[src/rtl/blockade_outport.sv]
// blockade_outport: CPU OUT-port responder for the Blockade sound board.
// Captures writes to ports 1 (tone period), 2 (control) and 4 (envelope
// trigger) and produces an 8-bit unsigned audio sample.
// Optional build macro: BLOCKADE_OUTPORT_NOISE_EN adds the LFSR noise path;
// without it the noise bit is tied low and ctrl[1] has no audible effect.
//
// Envelope FSM states:
//   state | meaning
//   IDLE  | no envelope running, level holds its last value (0 after decay)
//   DECAY | level counts down from 255 by one every DECAY_DIV ce pulses

module blockade_outport #(
    parameter int          TONE_PRESCALE = 16,
    parameter int          DECAY_DIV     = 256,
    parameter logic [15:0] LFSR_SEED     = 16'hACE1
) (
    input  logic       clk,
    input  logic       reset,
    input  logic       ce,
    input  logic       outp,
    input  logic [2:0] port_addr,
    input  logic [7:0] port_data,
    output logic [7:0] audio,
    output logic       env_active,
    output logic       coin_lockout
);

    localparam int TP_W = (TONE_PRESCALE > 1) ? $clog2(TONE_PRESCALE) : 1;
    localparam int DP_W = (DECAY_DIV > 1) ? $clog2(DECAY_DIV) : 1;
    localparam logic [TP_W-1:0] TP_MAX = TP_W'(TONE_PRESCALE - 1);
    localparam logic [DP_W-1:0] DP_MAX = DP_W'(DECAY_DIV - 1);

    typedef enum logic {IDLE, DECAY} env_state_t;

    logic            outp_last;
    logic            wr_stb;
    logic            wr_tone;
    logic            wr_ctrl;
    logic            env_trig;
    logic [2:0]      ctrl;
    logic [7:0]      tone_period;
    logic [7:0]      tone_cnt;
    logic [TP_W-1:0] tone_pre;
    logic            tone_wrap;
    logic            tone_bit;
    logic            noise_bit;
    env_state_t      state, state_next;
    logic [7:0]      level, level_next;
    logic [DP_W-1:0] decay_pre, decay_pre_next;
    logic [7:0]      tone_amp;
    logic [7:0]      noise_amp;

    // The strobe is the rising edge of the OUT level, so one capture per cycle.
    assign wr_stb    = outp & ~outp_last;
    assign wr_tone   = wr_stb && (port_addr == 3'd1);
    assign wr_ctrl   = wr_stb && (port_addr == 3'd2);
    assign env_trig  = wr_stb && (port_addr == 3'd4);
    assign tone_wrap = ce && (tone_pre == TP_MAX);

    // Strobe history, control register and tone generator.
    always_ff @(posedge clk) begin
        if (reset) begin
            outp_last   <= 1'b0;
            ctrl        <= 3'd0;
            tone_period <= 8'd0;
            tone_cnt    <= 8'd0;
            tone_pre    <= '0;
            tone_bit    <= 1'b0;
        end else begin
            outp_last <= outp;
            if (wr_ctrl)
                ctrl <= port_data[2:0];
            if (wr_tone) begin
                // A period write overrides any terminal count in the same cycle.
                tone_period <= port_data;
                tone_cnt    <= port_data;
                tone_pre    <= '0;
            end else if (ce) begin
                tone_pre <= tone_wrap ? '0 : tone_pre + 1'b1;
                if (tone_wrap) begin
                    if (tone_period == 8'd0) begin
                        tone_bit <= 1'b0;
                    end else if (tone_cnt == 8'd0) begin
                        tone_cnt <= tone_period;
                        tone_bit <= ~tone_bit;
                    end else begin
                        tone_cnt <= tone_cnt - 8'd1;
                    end
                end
            end
        end
    end

`ifdef BLOCKADE_OUTPORT_NOISE_EN
    logic [15:0] lfsr;

    // Fibonacci LFSR (taps 16,14,13,11) stepped on every tone prescaler wrap.
    always_ff @(posedge clk) begin
        if (reset)
            lfsr <= LFSR_SEED;
        else if (tone_wrap)
            lfsr <= {lfsr[14:0], lfsr[15] ^ lfsr[13] ^ lfsr[12] ^ lfsr[10]};
    end

    assign noise_bit = lfsr[15];
`else
    assign noise_bit = 1'b0;
`endif

    // Envelope state register.
    always_ff @(posedge clk) begin
        if (reset) begin
            state     <= IDLE;
            level     <= 8'd0;
            decay_pre <= '0;
        end else begin
            state     <= state_next;
            level     <= level_next;
            decay_pre <= decay_pre_next;
        end
    end

    // Envelope next-state: a trigger always restarts at full level.
    always_comb begin
        state_next     = state;
        level_next     = level;
        decay_pre_next = decay_pre;
        if (env_trig) begin
            state_next     = DECAY;
            level_next     = 8'd255;
            decay_pre_next = '0;
        end else begin
            case (state)
                IDLE: ;
                DECAY: begin
                    if (ce) begin
                        if (decay_pre == DP_MAX) begin
                            decay_pre_next = '0;
                            level_next     = level - 8'd1;
                            if (level == 8'd1)
                                state_next = IDLE;
                        end else begin
                            decay_pre_next = decay_pre + 1'b1;
                        end
                    end
                end
                default: state_next = IDLE;
            endcase
        end
    end

    assign tone_amp  = (ctrl[0] & tone_bit) ? 8'h7F : 8'h00;
    assign noise_amp = (ctrl[1] & noise_bit) ? {1'b0, level[7:1]} : 8'h00;

    // Registered mixer; the sum peaks at 254 so 8 bits cannot overflow.
    always_ff @(posedge clk) begin
        if (reset)
            audio <= 8'd0;
        else
            audio <= tone_amp + noise_amp;
    end

    assign env_active   = (state == DECAY);
    assign coin_lockout = ctrl[2];

endmodule
[config.mk]
export PLATFORM = sky130hd
export DESIGN_NAME = blockade_outport
export DESIGN_NICKNAME = d
export VERILOG_FILES = /design/src/rtl/blockade_outport.sv
export SDC_FILE = /design/constraint.sdc
export NUM_CORES = 1
export LEC_CHECK = 0
export BUFFER_PORTS_ARGS = -buffer_cell sky130_fd_sc_hd__buf_2
export CAP_MARGIN = 15
export CORE_UTILIZATION = 26
export CTS_CLUSTER_DIAMETER = 200
export CTS_CLUSTER_SIZE = 30
export DETAILED_ROUTE_END_ITERATION = 8
export SYNTH_ARGS = -nofsm -noshare
export SYNTH_HDL_FRONTEND = slang
export SYNTH_SLANG_ARGS = --single-unit
[constraint.sdc]
create_clock -name clk -period 2.1 [get_ports clk]
set_input_delay 0.105 -clock clk [delete_from_list [all_inputs] [get_ports clk]]
set_output_delay 0.105 -clock clk [all_outputs]
set_load 0.05 [all_outputs]
==> results.md, run 1 <==
* M2 GR Usage at 0.154
* Clock root buffer: clkbuf_8
* Area after DPL at 2300 um2
* WP data arrival at 2.16 ns
* Largest net degree at the start of global routing at 34
* Final instance count without filler cells at 371
* Fin crit share at 0.931
* Crit-path max cell delay at 0.47 ns
* Total gr overflow at 0
* Worst-Margin Slew at 0.653 ns
* Die width at 91.8 um
* Fmax at 0.511 GHz
* Final hold vios at 0
* Initial antenna violation count at 0
* Port Buf Inserts at 23
* Ys Warns at 0
* Met3 usage at 0.0257
* Htree depth at 2
* Vias per inst at 4.64
* Post-synth EDFFs at 0
* Async S/R FF share, synth at 0
* Post-DP HPWL at 3110 um
* Setup Viol. Count Final at 0
* Pre-antenna DRT Iters at 4
* Min Tclk post-route at 1.96 ns
* I/O Pins at 25
* Net count, final at 289
* # hold bufs at CTS at 0
* Top FF cell, synth: dfxtp_1
* Die extent in y at 91.8 um
* Net Switching at 0.000393 W
* Reg-to-reg slack, setup at 0.14 ns
* # clock sinks at 42
* Share of power burned in the clock network at 0.355
* GP Congestion at 0.769
* Sequential element share of the synthesized area at 0.401
* Delay-heaviest family, CP: simple AND/OR/NAND/NOR gates
* Global routing usage on met1 at 0.168
* Commonest non-fill, non-tap cell in the layout: dfxtp_1
* Bufs and invs on worst path at 1
* Comb power frac at 0.108
* Core area at 7770 um2
* Worst Path Max Fanout at 9
* DRC viols at 0
* GRT Util Overall at 0.111
* Post-Syn Area at 2100 um2
* P&R area growth vs syn at 14.4%
* Initial core utilization at 0.270
* Share of cells above drive strength 1 at 0.186
* Final wirelength at 4270 um
* Post-cts resize count at 1
* Avg Inst Size Synth at 8.49 um2
* Post-route cell area at 2400 um2
* WP data required at 2.30 ns
* VDD IR max at 341 uV
* Crit-path cells: inv_1 > ha_2 > or3b_2 > or2_4 > nand2_1 > o211ai_1 > a311oi_1
* Fillers at 828
* Setup CP Type: register to register
* Commonest cells after routing, fill and taps aside: dfxtp_1 (42), nand2_1 (34), nor2_1 (27)
* Post-synth cell types at 45
* CP endpoint kind: register
* Total Power at 0.00154 W
* Antenna Cells at 0
* Internal at 0.00115 W
* First-pass GRT wire length at 7530 um
* Max_cap viols at 0
* Post-route ant nets at 0
* Sequential group share of total power at 0.537
* Sw frac at 0.255
* Clk_skew at 0.00321 ns
* Total CTS buffers at 5
* Total number of vias at 1,720
* Syn Nets at 268
* Leakage power at 0.883 nW
* Die area at 8430 um2
* Longest Clk Path Bufs at 2
* Wire length per cell at 11.5 um
* Worst hold slack at 0.0334 ns
* Vias in the first global route at 1,577
* Iteration-0 DRC count of the detailed router at 93
* Max Slew Vio Count at 0
* Outcome: complete, no violations
* Cell Pwr Density at 643 nW/um2
* Slowest cell on crit path: or3b_2
* Row cnt at 32
* Crit start category: register
* GR peak layer: met1
* CTS tree: done
* Clk slew on worst S/H paths at 0.08 ns
* Hold Crit Class: primary input to register
* Number of synthesized register bits at 42
* Unrepaired setup endpoints after global routing: false
* Syn Inst Count at 247
* Setup TNS at 0 ns
* Setup bufs post-CTS at 0
* Worst skew pair latency at 0.29 ns
* Max-slew headroom at 0.565
* Placed insts at 363
-- power by group through the flow --
stage	clock network, W	registers, W	logic [W]
2_1_floorplan	0	0.000847	0.000122
3_3_place_gp	0	0.000846	0.000162
3_5_place_dp	0	0.000847	0.000163
4_1_cts	0.000573	0.000828	0.000165
5_1_grt	0.000614	0.000831	0.000188
6_report	0.000548	0.000828	0.000167
-- registers in the layout (all words and copies together), names as in the netlist --
name,flops
ctrl,2
outp_last,1
tone_cnt,8
tone_pre,4
tone_bit,1
level,8
decay_pre,8
audio,1
tone_period,8
env_active,1
-- cells by family (layout without fill, tap and decap cells) --
kind of cell | count (synthesis) | count (layout) | synth area share
other | 1 | 1 | 0.00179
adders and majority gates | 6 | 6 | 0.0358
AOI/OAI and AO/OA | 44 | 44 | 0.133
and+or+nand+nor | 105 | 105 | 0.251
DFF | 42 | 42 | 0.401
xor gates and xnor gates | 19 | 19 | 0.0793
buffers and inverters | 22 | 44 | 0.0590
muxes | 8 | 8 | 0.0394
-- synth_stat cells (3+ instances only) --
| master | n | area [um2] |
|---|---|---|
| dfxtp_1 | 42 | 841 |
| nor2_1 | 27 | 101 |
| a311oi_1 | 5 | 43.8 |
| ha_1 | 6 | 75.1 |
| nand4_1 | 5 | 31.3 |
| xor2_1 | 9 | 78.8 |
| a31oi_1 | 3 | 18.8 |
| nand2_1 | 34 | 128 |
| nor3_1 | 7 | 35.0 |
| a21oi_1 | 20 | 100 |
| o21ai_0 | 6 | 30.0 |
| nand3_1 | 3 | 15.0 |
| xnor2_1 | 10 | 87.6 |
| nor4_1 | 3 | 18.8 |
| buf_2 | 3 | 15.0 |
| mux2i_1 | 6 | 60.1 |
| nor4b_1 | 3 | 26.3 |
| buf_4 | 8 | 60.1 |
| inv_1 | 4 | 15.0 |
| o211ai_1 | 5 | 37.5 |
| clkbuf_1 | 5 | 18.8 |
| nand2b_1 | 4 | 25.0 |
-- worst register-to-register path, cell delays in order, from the launching register on --
cell and delay, ns:
dfxtp_1 0.33, inv_1 0.12, ha_2 0.21, or3b_2 0.47, or2_4 0.29, nand2_1 0.08
o211ai_1 0.09, a311oi_1 0.27
-- final timing paths --
check                             startpoint           to  cells past startpoint
worst min register to register       ctrl[0]     audio[5]                      2
worst max register to register   tone_cnt[0]  tone_cnt[2]                      7
worst max-delay path             tone_cnt[0]  tone_cnt[2]                      7
worst min-delay path            port_data[7]  tone_cnt[7]                      3
-- area by class of cell --
cell class,instances,area (um2),area share
clock buffers,6,82.6,0.0344
clock inverters,2,12.5,0.00521
inverters,4,15.0,0.00626
multi-input cells,183,1140,0.474
flip-flops and latches,42,841,0.350
well taps,102,128,0.0532
repair buffers,32,183,0.0761
-- stage by stage --
step / worst slack [ns] / utilization
finish: 0.144 / 0.309
global route: 0.000552 / 0.309
CTS: 0.0539 / 0.308
detailed placement: 0.0184 / 0.296
global placement: 0.0953 / 0.296
floorplan: 0.255 / -
-- layer usage --
| metal | share of wire | wire (um) | vias up |
|---|---|---|---|
| met5 | 0 | 0 | - |
| met4 | 0.013 | 55 | 0 |
| met3 | 0.043 | 185 | 4 |
| met2 | 0.40 | 1690 | 33 |
| met1 | 0.55 | 2340 | 786 |
| li1 | - | - | 897 |
Power figures use the tool's default switching activity.
==> inputs of run 2 (changes only) <==
Settings changed: REMOVE_ABC_BUFFERS set to 1.
==> results.md, run 2 (synthesized netlist as in run 1, its figures left out) <==
* WP data required at 2.31 ns (about the same)
* Vias per inst at 4.71 (+1.5%)
* Iteration-0 DRC count of the detailed router at 49 (-47%)
* CP endpoint kind: register
* Total gr overflow at 0 (unchanged)
* Worst Path Max Fanout at 9 (unchanged)
* Pre-antenna DRT Iters at 4 (unchanged)
* Setup Viol. Count Final at 0 (unchanged)
* Final hold vios at 0 (unchanged)
* # clock sinks at 42 (unchanged)
* Fin crit share at 0.942 (+0.0104)
* CTS tree: done
* Fmax at 0.506 GHz (-1.1%)
* Setup CP Type: register to register
* Commonest non-fill, non-tap cell in the layout: dfxtp_1
* Clock root buffer: clkbuf_8
* Worst-Margin Slew at 0.564 ns (-0.0893 ns)
* Clk_skew at 0.0116 ns (+0.00839 ns)
* Max_cap viols at 0 (unchanged)
* Leakage power at 0.881 nW (-0.13%)
* Die extent in y at 91.8 um (unchanged)
* Commonest cells after routing, fill and taps aside: dfxtp_1 (42), nand2_1 (34), nor2_1 (27)
* Crit start category: register
* Worst skew pair latency at 0.30 ns (about the same)
* Post-DP HPWL at 3270 um (+5.1%)
* Setup bufs post-CTS at 0 (unchanged)
* Die area at 8430 um2 (unchanged)
* Max-slew headroom at 0.621 (+0.0561)
* # hold bufs at CTS at 0 (unchanged)
* Vias in the first global route at 1,651 (+4.7%)
* DP Worst Slack at -0.0142 ns (-0.0326 ns)
* DRC viols at 0 (unchanged)
* Die width at 91.8 um (unchanged)
* Cell Pwr Density at 636 nW/um2 (-1.0%)
* Row cnt at 32 (unchanged)
* Initial antenna violation count at 0 (unchanged)
* Wire length per cell at 12.2 um (+5.6%)
* Initial core utilization at 0.270 (unchanged)
* Final wirelength at 4510 um (+5.6%)
* Total CTS buffers at 5 (unchanged)
* Outcome: complete, no violations
* Longest Clk Path Bufs at 2 (unchanged)
* Port Buf Inserts at 23 (unchanged)
* GRT Util Overall at 0.115 (+0.00349)
* GP Congestion at 0.918 (+19%)
* Share of cells above drive strength 1 at 0.182 (-0.00372)
* Unrepaired setup endpoints after global routing: false
* Max Slew Vio Count at 0 (unchanged)
* I/O Pins at 25 (unchanged)
* Setup WS post-layout at 0.122 ns (-0.0219 ns)
* Largest net degree at the start of global routing at 21 (-38%)
* Total number of vias at 1,746 (+1.5%)
* First-pass GRT wire length at 7790 um (+3.5%)
* Worst hold slack at 0.0409 ns (+0.00753 ns)
* Min Tclk post-route at 1.98 ns (+0.0219 ns)
* Hold Crit Class: primary input to register
* WP data arrival at 2.19 ns (+0.03 ns)
* Post-route ant nets at 0 (unchanged)
* VDD IR max at 290 uV (-15%)
* Antenna Cells at 0 (unchanged)
* P&R area growth vs syn at 14.0%
* Htree depth at 2 (unchanged)
* Net count, final at 289 (unchanged)
* Core area at 7770 um2 (unchanged)
* Final core occ at 0.308 (-0.00113)
* Clk slew on worst S/H paths at 0.08 ns (about the same)
-- run 2: cell type report --
class                   count  area, um2
flip-flops and latches     42        841
clock buffers               6       72.6
well taps                 102        128
multi-input cells         183       1140
repair buffers             32        183
fillers                   858       5380
clock inverters             2       13.8
inverters                   4       15.0
-- run 2: per-stage QoR --
| stage | power (W) | std cells | instance area, um2 | TNS [ns] |
|---|---|---|---|---|
| 5_1_grt | 0.00160 | 371 | 2390 | 0 |
| 4_1_cts | 0.00154 | 371 | 2390 | 0 |
| 2_1_floorplan | 0.000948 | 229 | 1990 | -3.67 |
| 3_5_place_dp | 0.00101 | 363 | 2300 | -0.0142 |
| 6_report | 0.00152 | 371 | 2390 | 0 |
| 3_3_place_gp | 0.00101 | 363 | 2300 | 0 |
-- run 2: repair_timing --
item,in CTS,in global routing
resized for setup,1,2
hold endpoints to repair,0,0
pin swaps,0,1
endpoints found under the setup margin,4,5
-- run 2: final timing paths --
kind,depth (start not counted),slack (ns),endpoint,from
setup reg to reg,7,0.12,tone_cnt[4],tone_cnt[0]
hold reg to reg,2,0.45,audio[5],ctrl[0]
hold / removal,3,0.04,tone_cnt[7],port_data[7]
setup / recovery,7,0.12,tone_cnt[4],tone_cnt[0]
-- run 2: metal layers --
layer | track usage | vias to the layer above | wire, um
li1 | - | 893 | -
met1 | 0.144 | 811 | 2150
met2 | 0.185 | 32 | 2120
met3 | 0.0249 | 10 | 153
met4 | 0.0560 | 0 | 91
met5 | 0 | - | 0
-- run 2: power breakdown --
group	total, W	switching (W)	internal (W)
Sequential	0.000829	0.0000158	0.000813
Combinational	0.000170	0.0000957	0.0000747
Clock	0.000522	0.000287	0.000235
Total	0.00152	0.000398	0.00112
-- run 2: critical path, stage by stage (launching register included) --
cell	delay [ns]
dfxtp_1	0.34
inv_1	0.13
ha_2	0.22
or3b_2	0.48
or2_4	0.29
nand2_1	0.07
o211ai_1	0.08
a311oi_1	0.28
